<file path="src/rtl/hamming_pkg.sv">
// Shared Hamming(7,4) definitions: widths, bit placement, nibble encoder and encoder FSM states.
package hamming_pkg;

    localparam int unsigned CW_W   = 7;
    localparam int unsigned DATA_W = 4;

    localparam int unsigned PAR_IDX  [3] = '{0, 1, 3};
    localparam int unsigned DATA_IDX [4] = '{2, 4, 5, 6};

    typedef enum logic [1:0] {
        StIdle,
        StSendLo,
        StSendHi
    } enc_state_e;

    function automatic logic [CW_W-1:0] encode_nibble(input logic [DATA_W-1:0] d);
        logic [CW_W-1:0] c;
        c = '0;
        for (int i = 0; i < int'(DATA_W); i++) begin
            c[DATA_IDX[i]] = d[i];
        end
        c[PAR_IDX[0]] = d[0] ^ d[1] ^ d[3];
        c[PAR_IDX[1]] = d[0] ^ d[2] ^ d[3];
        c[PAR_IDX[2]] = d[1] ^ d[2] ^ d[3];
        return c;
    endfunction

endpackage

</file>
<file path="src/rtl/hamming74_nibble_enc.sv">
// Combinational Hamming(7,4) encoder for one nibble.
module hamming74_nibble_enc
    import hamming_pkg::*;
(
    input  logic [DATA_W-1:0] data,
    output logic [CW_W-1:0]   code
);

    assign code = encode_nibble(data);

endmodule

</file>
<file path="src/rtl/hamming74_byte_encoder.sv">
// Byte-wide Hamming(7,4) transmit encoder: two codewords per byte, low nibble first,
// with optional single-bit error injection and a wrapping codeword counter.
module hamming74_byte_encoder
    import hamming_pkg::*;
#(
    parameter int unsigned CNT_W = 16
) (
    input  logic             clk,
    input  logic             rst_n,
    input  logic             in_valid,
    output logic             in_ready,
    input  logic [7:0]       in_data,
    input  logic             err_en,
    input  logic [3:0]       err_pos,
    output logic             out_valid,
    input  logic             out_ready,
    output logic [CW_W-1:0]  out_code,
    output logic             out_hi,
    output logic [CNT_W-1:0] cw_count
);

    enc_state_e       state_q;
    logic [CW_W-1:0]  hi_code_q;
    logic [CW_W-1:0]  lo_cw;
    logic [CW_W-1:0]  hi_cw;
    logic [CW_W-1:0]  lo_mask;
    logic [CW_W-1:0]  hi_mask;
    logic [2:0]       hi_idx;
    logic             accept;
    logic             out_fire;

    hamming74_nibble_enc u_enc_lo (
        .data (in_data[3:0]),
        .code (lo_cw)
    );

    hamming74_nibble_enc u_enc_hi (
        .data (in_data[7:4]),
        .code (hi_cw)
    );

    // err_pos 0-6 targets the low word, 7-13 the high word, 14-15 nothing.
    always_comb begin
        lo_mask = '0;
        hi_mask = '0;
        hi_idx  = 3'(err_pos - 4'd7);
        if (err_en) begin
            if (err_pos < 4'd7) begin
                lo_mask[err_pos[2:0]] = 1'b1;
            end else if (err_pos < 4'd14) begin
                hi_mask[hi_idx] = 1'b1;
            end
        end
    end

    // Gated by rst_n so upstream never sees ready while the block is held in reset.
    always_comb begin
        in_ready = 1'b0;
        if (rst_n) begin
            in_ready = (state_q == StIdle) || ((state_q == StSendHi) && out_ready);
        end
    end

    assign accept   = in_valid & in_ready;
    assign out_fire = out_valid & out_ready;

    always_ff @(posedge clk or negedge rst_n) begin
        if (!rst_n) begin
            state_q   <= StIdle;
            hi_code_q <= '0;
            out_valid <= 1'b0;
            out_code  <= '0;
            out_hi    <= 1'b0;
            cw_count  <= '0;
        end else begin
            if (out_fire) begin
                cw_count <= cw_count + CNT_W'(1);
            end
            if (accept) begin
                state_q   <= StSendLo;
                out_code  <= lo_cw ^ lo_mask;
                hi_code_q <= hi_cw ^ hi_mask;
                out_hi    <= 1'b0;
                out_valid <= 1'b1;
            end else begin
                case (state_q)
                    StSendLo: begin
                        if (out_ready) begin
                            state_q  <= StSendHi;
                            out_code <= hi_code_q;
                            out_hi   <= 1'b1;
                        end
                    end
                    StSendHi: begin
                        if (out_ready) begin
                            state_q   <= StIdle;
                            out_valid <= 1'b0;
                        end
                    end
                    default: begin
                        state_q <= StIdle;
                    end
                endcase
            end
        end
    end

endmodule

</file>
<file path="config.mk">
export PLATFORM = sky130hd
export DESIGN_NAME = hamming74_byte_encoder
export DESIGN_NICKNAME = d
export VERILOG_FILES = /design/src/rtl/hamming_pkg.sv /design/src/rtl/hamming74_nibble_enc.sv /design/src/rtl/hamming74_byte_encoder.sv
export SDC_FILE = /design/constraint.sdc
export NUM_CORES = 1
export LEC_CHECK = 0
export CORE_MARGIN = 3
export CORE_UTILIZATION = 53
export CTS_CLUSTER_SIZE = 30
export DETAILED_ROUTE_END_ITERATION = 7
export PLACE_DENSITY_LB_ADDON = 0.1
export REMOVE_ABC_BUFFERS = 1
export SKIP_LAST_GASP = 1
export SLEW_MARGIN = 15
export SYNTH_ARGS = -nofsm -noshare
export SYNTH_HDL_FRONTEND = slang
export SYNTH_SLANG_ARGS = --single-unit
</file>
<file path="constraint.sdc">
create_clock -name clk -period 3.2 [get_ports clk]
set_input_delay 0.32 -clock clk [delete_from_list [all_inputs] [get_ports clk]]
set_output_delay 0.32 -clock clk [all_outputs]
set_load 0.01 [all_outputs]
</file>
==> results of run 1 <==
## cells in the final DEF (no fill, tap or decap), types with 3 or more instances in the layout
| cell type | count |
|---|---|
| or3_1 | 3 |
| mux2i_1 | 14 |
| nand4_1 | 3 |
| dfrtp_1 | 34 |
| inv_1 | 3 |
| nand3_1 | 8 |
| nand2b_1 | 4 |
| xor2_1 | 9 |
| o21ai_0 | 7 |
| clkbuf_4 | 5 |
| nand2_1 | 16 |
| clkdlybuf4s50_1 | 42 |
| and3_1 | 4 |
| and4_1 | 3 |
| nor2_1 | 6 |
| xnor2_1 | 26 |
| a31oi_1 | 5 |
## flip-flops by register name, indices dropped and copies added, names as in the netlist
signal / flops
cw_count: 16
hi_code_q: 7
out_code: 7
out_hi: 1
out_valid: 1
state_q: 2
## routing by layer
layer	global-route usage, %	vias up	part of all wire [%]
met5	0	-	0
met1	23.7	680	41
met2	36.3	43	51
li1	-	705	-
met3	4.85	6	5.9
met4	7.39	0	1.6
## worst max-delay path, cell delays in order
cell and delay (ns):
clkdlybuf4s50_1 0.54, ha_1 0.45, or3b_2 0.50, or3_1 0.37, a31oi_1 0.18
## how the worst max path moves through the flow
stage | slack (ns) | startpoint | end | cells past startpoint
floorplan | 1.45 | err_pos[0] | hi_code_q[5]$_DFFE_PN0P_ | 5
global placement | 0.84 | err_pos[0] | hi_code_q[1]$_DFFE_PN0P_ | 5
detailed placement | 0.76 | err_pos[0] | hi_code_q[1]$_DFFE_PN0P_ | 5
CTS | 1.09 | rst_n | in_ready | 3
global route | 0.99 | rst_n | in_ready | 3
finish | 1.09 | err_pos[0] | hi_code_q[1]$_DFFE_PN0P_ | 5
## report_power, final
group | leakage, uW | switching [uW] | internal, uW
logic | 0.000569 | 215 | 292
registers | 0.000424 | 102 | 546
clock network | 0.0000353 | 140 | 106
## layout make-up
class	count	area [um2]
tap	44	55.1
timing repair buffer	44	435
clock inverter	1	5.00
fill	248	798
inverter	3	11.3
multi-input combinational	132	967
clock buffer	7	55.1
sequential	34	851
## kinds of logic (layout without fill, tap and decap cells)
| kind of cell | count (synthesis) | in the layout | share of synthesized area [%] |
|---|---|---|---|
| compound gates | 19 | 19 | 7.33 |
| xor+xnor | 35 | 35 | 16.6 |
| fa+ha+maj | 2 | 2 | 1.36 |
| buf+inv | 6 | 55 | 1.36 |
| flops | 34 | 34 | 46.2 |
| mux | 15 | 15 | 8.21 |
| simple gates | 61 | 61 | 18.9 |
## metrics by stage
stage | hold slack, ns | util [%] | total power, uW | std cells | area [um2]
2_1_floorplan | 0.0244 | - | 883 | 169 | 1830
3_3_place_gp | 0.461 | 73.0 | 1140 | 257 | 2320
3_5_place_dp | 0.470 | 73.0 | 1170 | 257 | 2320
4_1_cts | 0.260 | 74.9 | 1410 | 265 | 2380
5_1_grt | 0.275 | 74.9 | 1490 | 265 | 2380
6_report | 0.261 | 74.9 | 1400 | 265 | 2380
==> flow_summary_export.csv, run 1 <==
group,metric,value,unit
sta,period_needed,2.11,ns
cts,cts.clk_slew.worst_paths,0.10,ns
setup_path,crit_path_end_kind,"flip-flop",
logic_synthesis,ys_seq_area_share,46.2,%
cts,postCtsResizedCells,0,
placed_design,gp_congestion,0.849,
floorplanning,placementRows,20,
sta,setup_ws,1.09,ns
cts,htree_levels,2,
floorplanning,fp.dieW,65.0,um
setup_path,crit_arrival,2.37,ns
floorplanning,start_util,58.0,%
logic_synthesis,ys_warn_count,0,
routing,drt-initial-drc-count,66,
pwr,powerDensity,589,mW/mm2
setup_path,worst_ep_required_time,3.46,ns
cts,post-cts-setup-buffer-count,0,
sta,max_freq,474,MHz
cts,numCtsBuffers,5,
routing,wire_per_inst,14.3,um
routing,dr.pass1.iters,4,
cts,cts_hold_buf,0,
sta,setup-violations-final,0,
logic_synthesis,synth_seq_cells,34,
floorplanning,die-area,0.00422,mm2
cells_and_area,layout-drive-gt1-share,6.79,%
logic_synthesis,synth_top_area_share,46.2,%
placed_design,detailedPlace.worstSlack,0.759,ns
sta,fin_skew,0.00965,ns
sta,rsz0062_at_grt,"no",
logic_synthesis,synthFlopType,"dfrtp_1",
global_routing,grt-ovfl-total,0,
routing,vias,1434,
cells_and_area,insertedDiodeCount,0,
pwr,p_leak,0.00103,uW
routing,ant_nets,0,
cts,cts_root_buf,"clkbuf_4",
global_routing,grt_start_max_net_pins,30,
logic_synthesis,syn_area,0.00184,mm2
global_routing,antenna_found_initial,0,
global_routing,grt_pass1_wl,6.60,mm
sta,hold_viol_final,0,
logic_synthesis,synth.top_cells.by_area,"dfrtp_1, xnor2_1, mux2i_1",
cts,clk_path_buf_depth,2,
setup_path,timing.rr.start,"cw_count[0]$_DFFE_PN0P_",
placed_design,dp_hpwl,3.05,mm
hold_path,hp-class,"primary input to asynchronous set/reset pin",
routing,route.detailed.drc,0,
cells_and_area,area_delta_synth_final,29.1,%
floorplanning,chipHeight,65.0,um
sta,slew_viol_final,0,
cts,cts_tree,"yes",
floorplanning,fp.coreArea,0.00318,mm2
sta,slew_headroom,66.7,%
routing,totalWireLength,3.79,mm
cells_and_area,nets,239,
floorplanning,pin_count,43,
job,maxCapViolations,0,
setup_path,ff2ff_setup_slack,1.72,ns
sta,post-route-period-util,65.9,%
setup_path,cp-start-kind,"primary input",
setup_path,worst-path-max-fanout,9,
setup_path,ff2ff_path_depth,5,
logic_synthesis,synth_edf_count,0,
logic_synthesis,synth_commonest_cells,"dfrtp_1, xnor2_1, nand2_1",
sta,tightest_slew,0.497,ns
placed_design,io_buffers,42,
global_routing,grt_pass1_vias,1454,
cts,clock_latency,0.34,ns
logic_synthesis,yosysMostFrequentCell,"dfrtp_1",
logic_synthesis,syn_area_per_cell,10.7,um2
routing,viasPerCell,5.41,
global_routing,track_usage,20.4,%
logic_synthesis,async_reset_ff_share,100,%
cts,clock_sinks,34,
logic_synthesis,syn_inst,172,
pwr,peakVddDrop,0.400,mV
logic_synthesis,yosysUniqueCellTypes,37,
setup_path,timing.rr.end,"cw_count[6]$_DFFE_PN0P_",
sta,fin_setup_tns,0,ns
outcome,status,"finished clean",
logic_synthesis,synth.largest_area_cell,"dfrtp_1",
setup_path,critPathKind,"primary input to flip-flop",
No activity file was read; power rests on OpenSTA's default activity.
==> run 2, diff against run 1 <==
- CORE_UTILIZATION: 53 -> 45
- clock period: 3.2 -> 1.75 ns (I/O delays scaled with it)
==> flow_summary_export.csv, run 2 (synthesis gave the netlist of run 1 again) <==
group,metric,value,unit
placed_design,dp_hpwl,3.14,mm
routing,route.detailed.drc,0,
floorplanning,fp.dieW,70.0,um
hold_path,hp-class,"primary input to asynchronous set/reset pin",
cts,cts_root_buf,"clkbuf_8",
pwr,power.switching,849,uW
floorplanning,pin_count,43,
pwr,powerDensity,1070,mW/mm2
floorplanning,placementRows,22,
floorplanning,die-area,0.00490,mm2
cells_and_area,final_cell_mix,"clkdlybuf4s50_1, dfrtp_1, xnor2_1",
cells_and_area,instances_no_fill,284,
pwr,peakVddDrop,0.559,mV
routing,wire_per_inst,14.1,um
placed_design,io_buffers,42,
pwr,p_leak,0.00112,uW
sta,setup-violations-final,0,
cts,cts.clk_slew.worst_paths,0.07,ns
floorplanning,start_util,48.5,%
cts,post-cts-setup-buffer-count,0,
cts,numCtsBuffers,5,
sta,fin_setup_tns,0,ns
setup_path,worst_ep_required_time,1.92,ns
routing,totalWireLength,3.99,mm
cells_and_area,nets,254,
floorplanning,chipHeight,70.0,um
cells_and_area,mostFrequentLayoutCell,"clkdlybuf4s50_1",
global_routing,antenna_found_initial,0,
sta,slew_headroom,69.0,%
setup_path,crit_path_end_kind,"flip-flop",
sta,slew_viol_final,0,
cts,clock_sinks,34,
cts,clk_path_buf_depth,2,
sta,tightest_slew,0.463,ns
placed_design,place_inst,276,
pwr,p_seq_share,43.0,%
pwr,clkPwrFrac,21.6,%
global_routing,grt-ovfl-total,0,
pwr,p_int,1880,uW
global_routing,grt_pass1_wl,6.96,mm
global_routing,grt_pass1_vias,1525,
setup_path,crit_arrival,1.88,ns
routing,drt-initial-drc-count,60,
outcome,status,"finished clean",
setup_path,worst-path-max-fanout,4,
sta,hold_viol_final,0,
sta,max_freq,586,MHz
setup_path,critPathKind,"primary input to flip-flop",
sta,rsz0062_at_grt,"yes",
cells_and_area,top_register,"cw_count",
floorplanning,fp.coreArea,0.00380,mm2
cells_and_area,insertedDiodeCount,0,
job,maxCapViolations,0,
setup_path,cp-start-kind,"primary input",
pwr,power_frac_comb,35.4,%
pwr,switching_share,31.1,%
sta,post-route-period-util,97.5,%
cells_and_area,top_regs,"cw_count (16), hi_code_q (7), out_code (7)",
cts,cts_tree,"yes",
cells_and_area,utilization,67.1,%
cts,clock_latency,0.28,ns
cts,htree_levels,2,
cts,cts_hold_buf,0,
placed_design,gp_congestion,0.864,
global_routing,grt_start_max_net_pins,27,
cells_and_area,largest_reg_flops,16,
cells_and_area,area_delta_synth_final,38.3,%
routing,ant_nets,0,
routing,dr.pass1.iters,4,
sta,period_needed,1.71,ns
cells_and_area,layout-drive-gt1-share,14.0,%
global_routing,track_usage,17.7,%
routing,vias,1460,
sta,fin_skew,0.00264,ns
routing,viasPerCell,5.14,
## run 2: changes by cell type in the layout (fill, tap and decap cells not counted)
cell	previous run	this run
buf_4	2	17
clkbuf_4	5	0
clkbuf_8	1	6
a211oi_1	2	0
a211oi_2	0	2
nand2b_1	4	3
nand2b_4	0	1
or3b_2	1	0
or3b_4	1	2
## run 2: worst paths after layout
kind                       depth (start not counted)  slack (ns)                  endpoint                     start
setup / recovery                                   6        0.04  hi_code_q[4]$_DFFE_PN0P_                err_pos[0]
hold / removal                                     2        0.24   out_code[6]$_DFFE_PN0P_                     rst_n
setup reg to reg                                   4        0.32   out_code[5]$_DFFE_PN0P_    state_q[1]$_DFFE_PN0P_
hold reg to reg                                    1        0.48  cw_count[15]$_DFFE_PN0P_  cw_count[15]$_DFFE_PN0P_
max in group asynchronous                          3        0.97  cw_count[14]$_DFFE_PN0P_                     rst_n
min in group clk                                   1        0.48  cw_count[15]$_DFFE_PN0P_  cw_count[15]$_DFFE_PN0P_
## run 2: repair_timing
item	in CTS	in global routing
hold endpoints to repair	0	0
endpoints found under the setup margin	0	4
resized for setup	0	4
## run 2: stage by stage
step / hold WS, ns / worst slack [ns] / total power [uW] / cell area, um2
6_report: 0.239 / 0.0439 / 2730 / 2550
5_1_grt: 0.247 / -0.00501 / 2910 / 2550
4_1_cts: 0.240 / 0.0195 / 2760 / 2530
3_5_place_dp: 0.468 / -0.281 / 2160 / 2440
3_3_place_gp: 0.462 / -0.254 / 2120 / 2440
2_1_floorplan: -0.121 / 0.143 / 1620 / 1830
## run 2: worst max-delay path, stage by stage
cell and delay (ns):
clkdlybuf4s50_1 0.43, ha_1 0.25, or3b_4 0.42, a2111oi_4 0.37
xnor2_1 0.18, o21ai_2 0.06
## run 2: metal layers
metal  track usage (%)  up-vias  wire length, um
met5                 0        -                0
met4              7.23        0               74
met3              4.32        5              159
met2              32.6       35             2110
met1              19.2      687             1650
li1                  -      733                -
## run 2: cell type report
class                           instances  area (um2)
Fill cell                             311        1250
Clock inverter                          1        5.00
Tap cell                               48        60.1
Timing Repair Buffer                   59         548
Inverter                                3        11.3
Clock buffer                            7        86.3
Sequential cell                        34         851
Multi-Input combinational cell        132         987
## run 2: power groups by stage
stage          combinational, uW  sequential, uW  clock, uW
3_3_place_gp                 945            1170          0
5_1_grt                     1050            1210        646
6_report                     965            1170        589
4_1_cts                      978            1180        609
3_5_place_dp                 972            1190          0
2_1_floorplan                387            1230          0
